<file path="src/rtl/fifo_stream_pkg.sv">
// Shared constants and types for the FIFO-to-stream reader: buffer depth,
// occupancy count type and the pixel position record.
package fifo_stream_pkg;

  localparam int RDR_BUF_DEPTH = 2;
  localparam int CNT_W = $clog2(RDR_BUF_DEPTH + 1);

  function automatic int coord_width(input int n);
    return $clog2(n);
  endfunction

  // Position fields are sized for the largest supported image dimension.
  localparam int MAX_IMG_DIM = 65536;
  localparam int POS_W = coord_width(MAX_IMG_DIM);

  typedef logic [CNT_W-1:0] buf_cnt_t;

  typedef struct packed {
    logic [POS_W-1:0] col;
    logic [POS_W-1:0] row;
  } pix_pos_t;

endpackage

</file>
<file path="src/rtl/fifo_stream_skid.sv">
// Two-entry in-order output buffer. Entry p0 is the head; p1 holds the
// second word. Per-entry valid bits are reset; data registers are not.
module fifo_stream_skid
  import fifo_stream_pkg::*;
#(
  parameter int DATA_W = 8
) (
  input  logic              clk,
  input  logic              rst_n,
  input  logic              push,
  input  logic [DATA_W-1:0] push_data,
  input  logic              pop,
  output logic [DATA_W-1:0] head,
  output buf_cnt_t          count
);

  logic [DATA_W-1:0] entry_p0;
  logic [DATA_W-1:0] entry_p1;
  logic              vld_p0;
  logic              vld_p1;

  // Entry valid bits: p1 only ever holds a word while p0 does.
  always_ff @(posedge clk or negedge rst_n) begin
    if (!rst_n) begin
      vld_p0 <= 1'b0;
      vld_p1 <= 1'b0;
    end else if (push && !pop) begin
      if (!vld_p0) vld_p0 <= 1'b1;
      else         vld_p1 <= 1'b1;
    end else if (pop && !push) begin
      vld_p0 <= vld_p1;
      vld_p1 <= 1'b0;
    end
  end

  // Entry data: shift p1 into the head on pop, new word lands in the tail.
  always_ff @(posedge clk) begin
    if (pop) begin
      if (vld_p1)    entry_p0 <= entry_p1;
      else if (push) entry_p0 <= push_data;
      if (push && vld_p1) entry_p1 <= push_data;
    end else if (push) begin
      if (!vld_p0) entry_p0 <= push_data;
      else         entry_p1 <= push_data;
    end
  end

  assign head  = entry_p0;
  assign count = vld_p1 ? buf_cnt_t'(RDR_BUF_DEPTH) : buf_cnt_t'(vld_p0);

  a_no_overflow : assert property (@(posedge clk) disable iff (!rst_n)
    !(push && !pop && vld_p1));
  a_no_underflow : assert property (@(posedge clk) disable iff (!rst_n)
    !(pop && !vld_p0));

endmodule

</file>
<file path="src/rtl/fifo_stream_reader.sv">
// Drains a synchronous FIFO (1-cycle read latency) into a valid/ready pixel
// stream tagged with SOF/EOL/EOF. Optional counters: FIFO_STREAM_READER_STATS_EN.
module fifo_stream_reader
  import fifo_stream_pkg::*;
#(
  parameter int DATA_WIDTH = 8,
  parameter int IMG_WIDTH  = 640,
  parameter int IMG_HEIGHT = 480
) (
  input  logic                  clk,
  input  logic                  rst_n,
  input  logic                  enable,
  input  logic                  fifo_empty,
  output logic                  fifo_rden,
  input  logic [DATA_WIDTH-1:0] fifo_data,
  output logic                  m_valid,
  input  logic                  m_ready,
  output logic [DATA_WIDTH-1:0] m_data,
  output logic                  m_sof,
  output logic                  m_eol,
  output logic                  m_eof,
  output logic                  busy
`ifdef FIFO_STREAM_READER_STATS_EN
 ,output logic [31:0]           stall_cnt,
  output logic [15:0]           frame_cnt
`endif
);

  localparam logic [POS_W-1:0] COL_LAST = POS_W'(IMG_WIDTH - 1);
  localparam logic [POS_W-1:0] ROW_LAST = POS_W'(IMG_HEIGHT - 1);
  localparam logic [POS_W-1:0] POS_ONE  = POS_W'(1);

  buf_cnt_t              buf_count;
  buf_cnt_t              occ;
  logic                  inflight;
  logic                  pop;
  logic [DATA_WIDTH-1:0] head;
  pix_pos_t              pos_q;
  logic                  col_last;
  logic                  row_last;

  assign pop = m_valid & m_ready;

  // Credit check: words buffered plus the one in flight, less this cycle's
  // pop, must leave room for the word this read will return.
  assign occ       = buf_count + buf_cnt_t'(inflight) - buf_cnt_t'(pop);
  assign fifo_rden = rst_n & enable & ~fifo_empty
                   & (occ < buf_cnt_t'(RDR_BUF_DEPTH));

  always_ff @(posedge clk or negedge rst_n) begin
    if (!rst_n) inflight <= 1'b0;
    else        inflight <= fifo_rden;
  end

  fifo_stream_skid #(
    .DATA_W (DATA_WIDTH)
  ) u_skid (
    .clk       (clk),
    .rst_n     (rst_n),
    .push      (inflight),
    .push_data (fifo_data),
    .pop       (pop),
    .head      (head),
    .count     (buf_count)
  );

  assign m_valid = (buf_count != '0);
  assign m_data  = m_valid ? head : '0;
  assign busy    = inflight | m_valid;

  // Position of the word currently at the head; advances only on pop.
  assign col_last = (pos_q.col == COL_LAST);
  assign row_last = (pos_q.row == ROW_LAST);

  always_ff @(posedge clk or negedge rst_n) begin
    if (!rst_n) begin
      pos_q <= '0;
    end else if (pop) begin
      if (col_last) begin
        pos_q.col <= '0;
        pos_q.row <= row_last ? '0 : pos_q.row + POS_ONE;
      end else begin
        pos_q.col <= pos_q.col + POS_ONE;
      end
    end
  end

  assign m_sof = m_valid & (pos_q.col == '0) & (pos_q.row == '0);
  assign m_eol = m_valid & col_last;
  assign m_eof = m_eol & row_last;

`ifdef FIFO_STREAM_READER_STATS_EN
  function automatic logic [31:0] sat_inc32(input logic [31:0] v);
    return (&v) ? v : v + 32'd1;
  endfunction

  function automatic logic [15:0] sat_inc16(input logic [15:0] v);
    return (&v) ? v : v + 16'd1;
  endfunction

  // Stall = downstream ready and reads permitted, but nothing to offer.
  always_ff @(posedge clk or negedge rst_n) begin
    if (!rst_n) begin
      stall_cnt <= '0;
      frame_cnt <= '0;
    end else begin
      if (m_ready & ~m_valid & enable) stall_cnt <= sat_inc32(stall_cnt);
      if (pop & m_eof)                 frame_cnt <= sat_inc16(frame_cnt);
    end
  end
`endif

endmodule
</file>
<file path="config.mk">
export PLATFORM = sky130hd
export DESIGN_NAME = fifo_stream_reader
export DESIGN_NICKNAME = d
export VERILOG_FILES = /design/src/rtl/fifo_stream_pkg.sv /design/src/rtl/fifo_stream_skid.sv /design/src/rtl/fifo_stream_reader.sv
export SDC_FILE = /design/constraint.sdc
export NUM_CORES = 1
export LEC_CHECK = 0
export ABC_AREA = 1
export CAP_MARGIN = 20
export CORE_ASPECT_RATIO = 0.8
export CORE_UTILIZATION = 40
export DETAILED_ROUTE_END_ITERATION = 8
export HOLD_SLACK_MARGIN = 0.1
export PLACE_DENSITY = 0.67
export RECOVER_POWER = 100
export SETUP_SLACK_MARGIN = 0.3
export SYNTH_ARGS = -nofsm -noshare
export SYNTH_HDL_FRONTEND = slang
export SYNTH_SLANG_ARGS = --single-unit
export TNS_END_PERCENT = 10
</file>
<file path="constraint.sdc">
create_clock -name clk -period 2.3 [get_ports clk]
set_input_delay 0.46 -clock clk [delete_from_list [all_inputs] [get_ports clk]]
set_output_delay 0.46 -clock clk [all_outputs]
set_load 0.05 [all_outputs]
</file>
* Yosys cells after proc, flatten, opt, wreduce, memory -nomap -nowiden
Index checks and enable logic that the tools add are counted.
Cells by class: add/subtract/negate cells 4, magnitude comparators 1, equality and inequality tests 5, multiplexer cells 18, bitwise logic cells 10, reduce and logical (&&, ||, !) cells 16
Operators with widths (count):
- 2-to-1 mux 8 bit | 10
- adder 16 x 1 -> 16 bit (second input constant) | 2
- logical NOT 16 bit | 2
- 2-to-1 mux 16 bit | 2
- == test 16 x 10 -> 1 bit (second input constant) | 1
- == test 16 x 9 -> 1 bit (second input constant) | 1
- nonzero test 2 bit | 5
- AND 1 bit | 8
- AND reduction 3 bit | 2
- 2-to-1 mux 1 bit | 5
- inequality test 2 x 1 -> 1 bit (second input constant) | 2
- AND reduction 2 bit | 2
- logical AND 1 bit | 3
- adder 2 x 1 -> 2 bit | 1
- logical NOT 1 bit | 2
- < comparator 2 bit (second input constant) | 1
- 2-to-1 mux 2 bit | 1
- inequality test 2 bit (second input constant) | 1
- subtractor 2 x 1 -> 2 bit | 1
- NOT 1 bit | 1
- bitwise OR 1 bit | 1
Storage, ports and cells: bits in registers 51, bits of input ports 13, logic and storage cells 61

* Longest topological paths before layout
depth after elaboration 7, mapped depth 9

* Hierarchy
A second synthesis with hierarchy kept.
Second synthesis, totals: cells, all modules 428, area, all modules 3188.1 um^2
Modules (own cells, without submodules):
- fifo_stream_reader | times used 1, cells each 362, area an instance 2419.8 um^2
- fifo_stream_skid | times used 1, cells each 66, area an instance 768.2 um^2

* Least setup slack after synthesis
No wires, ideal clock.
path type flip-flop to output port, start point register u_skid.vld_p1, end point output fifo_rden, data arrival time 2.113 ns, required time 1.840 ns, slack -0.273 ns, stages on the path, launching flop included 8, cell sequence dfrtp_1 -> inv_2 -> nand2_4 -> nand2_8 -> ha_1 -> nor2_1 -> o22ai_1 -> a21oi_1
Between the ends: cells in the longest elaborated chain, start to end 6
Ends and longest elaborated chain:
- start, declared | RTL line fifo_stream_skid.sv:20 | logic vld_p1;
- start signal, assigned | RTL line fifo_stream_skid.sv:26 | vld_p1 <= 1'b0;
- start signal, assigned | RTL line fifo_stream_skid.sv:29 | else vld_p1 <= 1'b1;
- start signal, assigned | RTL line fifo_stream_skid.sv:32 | vld_p1 <= 1'b0;
- 2-to-1 mux 2 bit | RTL line fifo_stream_skid.sv:49 | assign count = vld_p1 ? buf_cnt_t'(RDR_BUF_DEPTH) : buf_cnt_t'(vld_p0);
- nonzero test 2 bit | RTL line fifo_stream_reader.sv:67 | assign m_valid = (buf_count != '0);
- net m_valid | RTL line fifo_stream_reader.sv:16 | output logic m_valid,
- AND 1 bit | RTL line fifo_stream_reader.sv:42 | assign pop = m_valid & m_ready;
- subtractor 2 x 1 -> 2 bit | RTL line fifo_stream_reader.sv:46 | assign occ = buf_count + buf_cnt_t'(inflight) - buf_cnt_t'(pop);
- < comparator 2 bit | RTL line fifo_stream_reader.sv:48 | & (occ < buf_cnt_t'(RDR_BUF_DEPTH));
- AND 1 bit | RTL line fifo_stream_reader.sv:48
- end, declared | RTL line fifo_stream_reader.sv:14 | output logic fifo_rden,
The timed path passes the listed nets, and every way through them passes these cells.

* Final worst setup path
start point register pos_q[17] (netlist name), end point output m_sof
Between the ends: cells in the longest elaborated chain, start to end 3
Ends and longest elaborated chain:
- start, declared | RTL line fifo_stream_reader.sv:38 | pix_pos_t pos_q;
- logical NOT 16 bit | RTL line fifo_stream_reader.sv:88 | assign m_sof = m_valid & (pos_q.col == '0) & (pos_q.row == '0);
- AND 1 bit (2 in a row) | RTL line fifo_stream_reader.sv:88
- end, declared | RTL line fifo_stream_reader.sv:19 | output logic m_sof,
No other way between the ends.

==> impl_metrics.tcl <==
set metrics [dict create \
    detailedPlacementHpwl_mm 5.17 \
    cp.arrival_ps 1760 \
    skew_pair_late_insertion_delay_ps 310 \
    netlist_area_sq_um 3120 \
    grt_overflow 0 \
    synth_cell_type_count 32 \
    top_layer "met4" \
    route.vias.total 2697 \
    rows 28 \
    synth-seq-cells 51 \
    drive_gt1_share_pct 13.2 \
    maxClockFrequency_mhz 451 \
    met2_wirelength_mm 2.92 \
    post_detailed_placement_cell_area_sq_um 3580 \
    final_hold_violating_endpoints 0 \
    grt_setup_unrepaired "true" \
    grt_max_degree 36 \
    detail_route.vias_per_cell 4.77 \
    hold_path.class "register to register" \
    power.static_leakage_nw 1.63 \
    tritoncts.num_buffers 5 \
    setup-violations-final 0 \
    initial_antenna_violation_count 0 \
    total_power_mw 2.81 \
    totalWireLength_mm 6.94 \
    starting_density_pct 41.8 \
    maxSlewHeadroom_pct 41.8 \
    critical_path.startpoint_type "register" \
    final_period_minus_worst_setup_slack_ps 2220 \
    amount_of_wire_on_met3_after_detailed_routing_microns 387 \
    route.detailed.drc 0 \
    reg2reg_setup_slack_ps 180 \
    holdBufCountCts 0 \
    die_width_microns 101 \
    worstMarginPinSlew_ps 873 \
    synth.avg_cell_area_sq_um 7.41 \
    vias_in_the_first_global_route 2382 \
    length_of_the_first_detailed_routing_pass_in_iterations 4 \
    max_cap_viol_count 0 \
    standard_cell_core_area_sq_um 7460 \
    antennaDiodeCount 0 \
    power.density_cell_area_nw_per_um2 764 \
    run_status "completed" \
    ctsLongestPathBuffers 2 \
    synthesis.yosys.warnings 0 \
    worstPathMaxFanout 3 \
    cts.clk_slew.worst_paths_ps 110 \
    tritoncts "yes" \
    clock-skew-final_ps 9.98 \
    drc_marker_count_from_the_first_detailed_route_iteration 275 \
    syn2layout_area_growth_pct 17.9 \
    routability_cong 0.944 \
    critPathCapture "m_sof" \
    clock_sink_count 51 \
    io_pins 27 \
    data_required_critical_path_ps 1840 \
    routed_wire_length_per_instance_microns 12.3 \
    min_period_over_period_pct 96.3 \
    grt_first_pass_wirelength_mm 11.2 \
    grt_usage_pct 17.8 \
    syn-num-nets 440 \
    io_buffers 26 \
    ir_drop_v 0.000398 \
    worst_setup_path_end_kind "output port" \
    dieArea_sq_um 8150 \
    cell_count_of_the_worst_reg_to_reg_path 7 \
    regToRegStartpoint "u_skid.vld_p0" \
    ctsHtreeMaxLevel 2 \
    netlist_instances 421 \
    die_y_microns 81.0 \
    path_class "register to output port" \
    final_max_slew_viol_count 0 \
    nFillCells 750 \
    part_of_the_yosys_area_used_for_sequential_elements_pct 43.5 \
    antenna_left 0 \
    r2r-end "pos_q[31]" \
    cts_root_buffer "sky130_fd_sc_hd__clkbuf_8" \
    worst_setup_path_startpoint "pos_q[17]" \
    routed_metal_1_wire_length_mm 3.59 \
    num-nets-final 479 \
    fin_area_sq_um 3680 \
]
## where the power goes
part	switching (mW)	internal (mW)	total, mW
combinational	0.763	0.313	1.08
clock	0.334	0.225	0.558
sequential	0.115	1.06	1.18
## kinds of logic (layout without fill, tap and decap cells)
family,Yosys count,after routing,synth area share (%)
simple gates,271,271,39.0
buf+inv,58,98,7.82
xor+xnor,8,8,2.25
fa+ha+maj,6,6,2.41
compound gates,27,27,5.06
flops,51,51,43.5
## critical path, stage by stage, from the launching register on
cell	delay, ps
sky130_fd_sc_hd__dfrtp_1	420
sky130_fd_sc_hd__inv_1	130
sky130_fd_sc_hd__ha_4	150
sky130_fd_sc_hd__nand4_1	90
sky130_fd_sc_hd__nor3_2	170
sky130_fd_sc_hd__nand3_1	80
sky130_fd_sc_hd__nor2_1	230
sky130_fd_sc_hd__buf_12	170
## worst min path at each step
stage,start,to,cells after the start
2_1_floorplan,rst_n,inflight,0
3_3_place_gp,pos_q[31],pos_q[31],1
3_5_place_dp,pos_q[31],pos_q[31],1
4_1_cts,rst_n,pos_q[21],2
5_1_grt,pos_q[31],pos_q[31],1
6_report,pos_q[31],pos_q[31],1
## per-stage QoR
stage	setup TNS [ps]	hold slack [ps]	utilization [%]	instances	setup slack, ps
after floorplan	0	164	-	421	224
after global placement	-157	463	48.0	552	-157
after detailed placement	-161	462	48.0	552	-161
after CTS	0	292	50.1	563	60.2
after global routing	-29.5	526	49.3	566	-21.9
final	0	482	49.3	566	84.7
## routing by layer
metal / GRT usage, % / up-vias
li1: - / 1415
met1: 26.7 / 1218
met2: 25.9 / 60
met3: 3.53 / 4
met4: 4.78 / 0
met5: 0 / -
## flip-flops by register name (all words and copies together) (netlist names)
name and cells:
pos_q 32, u_skid.entry_p1 8, u_skid.head 8, inflight 1
u_skid.vld_p0 1, u_skid.vld_p1 1
## placed cells by master (no fill, tap or decap), types with 3 or more instances in the layout
cell type                         n
sky130_fd_sc_hd__nand2_2          3
sky130_fd_sc_hd__clkbuf_8         5
sky130_fd_sc_hd__dfrtp_1         30
sky130_fd_sc_hd__edfxtp_1        16
sky130_fd_sc_hd__nand4_1         13
sky130_fd_sc_hd__dfrtp_2          5
sky130_fd_sc_hd__o21ai_0         20
sky130_fd_sc_hd__nand2_1        140
sky130_fd_sc_hd__ha_1             3
sky130_fd_sc_hd__nor3_4           3
sky130_fd_sc_hd__inv_1           43
sky130_fd_sc_hd__inv_2            6
sky130_fd_sc_hd__nor2_2           7
sky130_fd_sc_hd__nand3_1         32
sky130_fd_sc_hd__nor2_1          61
sky130_fd_sc_hd__buf_12           4
sky130_fd_sc_hd__ha_4             3
sky130_fd_sc_hd__buf_4            8
sky130_fd_sc_hd__clkbuf_1        14
sky130_fd_sc_hd__xor2_1           7
sky130_fd_sc_hd__dlygate4sd3_1    8
## Yosys cell counts
cell                       number  area share, %
sky130_fd_sc_hd__a21oi_1        3           0.48
sky130_fd_sc_hd__inv_1         44            5.3
sky130_fd_sc_hd__nor2_4         4            1.4
sky130_fd_sc_hd__xnor2_1        1           0.28
sky130_fd_sc_hd__buf_6          2           0.72
sky130_fd_sc_hd__nand3_2        1           0.32
sky130_fd_sc_hd__nand2_2        3           0.60
sky130_fd_sc_hd__nand2_1      140             17
sky130_fd_sc_hd__nand4_1       13            2.6
sky130_fd_sc_hd__dfrtp_1       35             28
sky130_fd_sc_hd__ha_1           6            2.4
sky130_fd_sc_hd__nor2_8         1           0.64
sky130_fd_sc_hd__inv_2          6           0.72
sky130_fd_sc_hd__nand3_1       33            5.3
sky130_fd_sc_hd__o21ai_0       15            2.4
sky130_fd_sc_hd__o21ai_1        2           0.32
sky130_fd_sc_hd__nor2_2         5            1.0
sky130_fd_sc_hd__nor4_1         2           0.40
sky130_fd_sc_hd__o21ai_2        5            1.4
sky130_fd_sc_hd__buf_2          3           0.48
sky130_fd_sc_hd__buf_4          2           0.48
sky130_fd_sc_hd__nand2_8        1           0.64
sky130_fd_sc_hd__clkbuf_1       1           0.12
sky130_fd_sc_hd__nor3_4         1           0.52
sky130_fd_sc_hd__xor2_1         7            2.0
sky130_fd_sc_hd__nor3_1         5           0.80
sky130_fd_sc_hd__o21bai_1       1           0.24
sky130_fd_sc_hd__edfxtp_1      16             15
sky130_fd_sc_hd__nand3b_1       1           0.24
sky130_fd_sc_hd__nor2_1        60            7.2
sky130_fd_sc_hd__o22ai_1        1           0.20
sky130_fd_sc_hd__nand2_4        1           0.36
## timing repair
item / 4_1_cts / 5_1_grt
resized for setup: 14 / 22
buffers inserted: 3 / 3
pin swaps: 3 / 7
endpoints found under the setup margin: 13 / 12
## area by class of cell
class                      instances  area [sq um]  area share (%)
clock buffer                       5          68.8            1.87
clock inverter                     3          26.3           0.715
inverter                          50           190            5.17
multi-input combinational        312          1580            42.9
sequential                        51          1360            37.1
tap                              105           131            3.57
timing repair buffer              40           320            8.71
(Power assumes the default switching activity.)
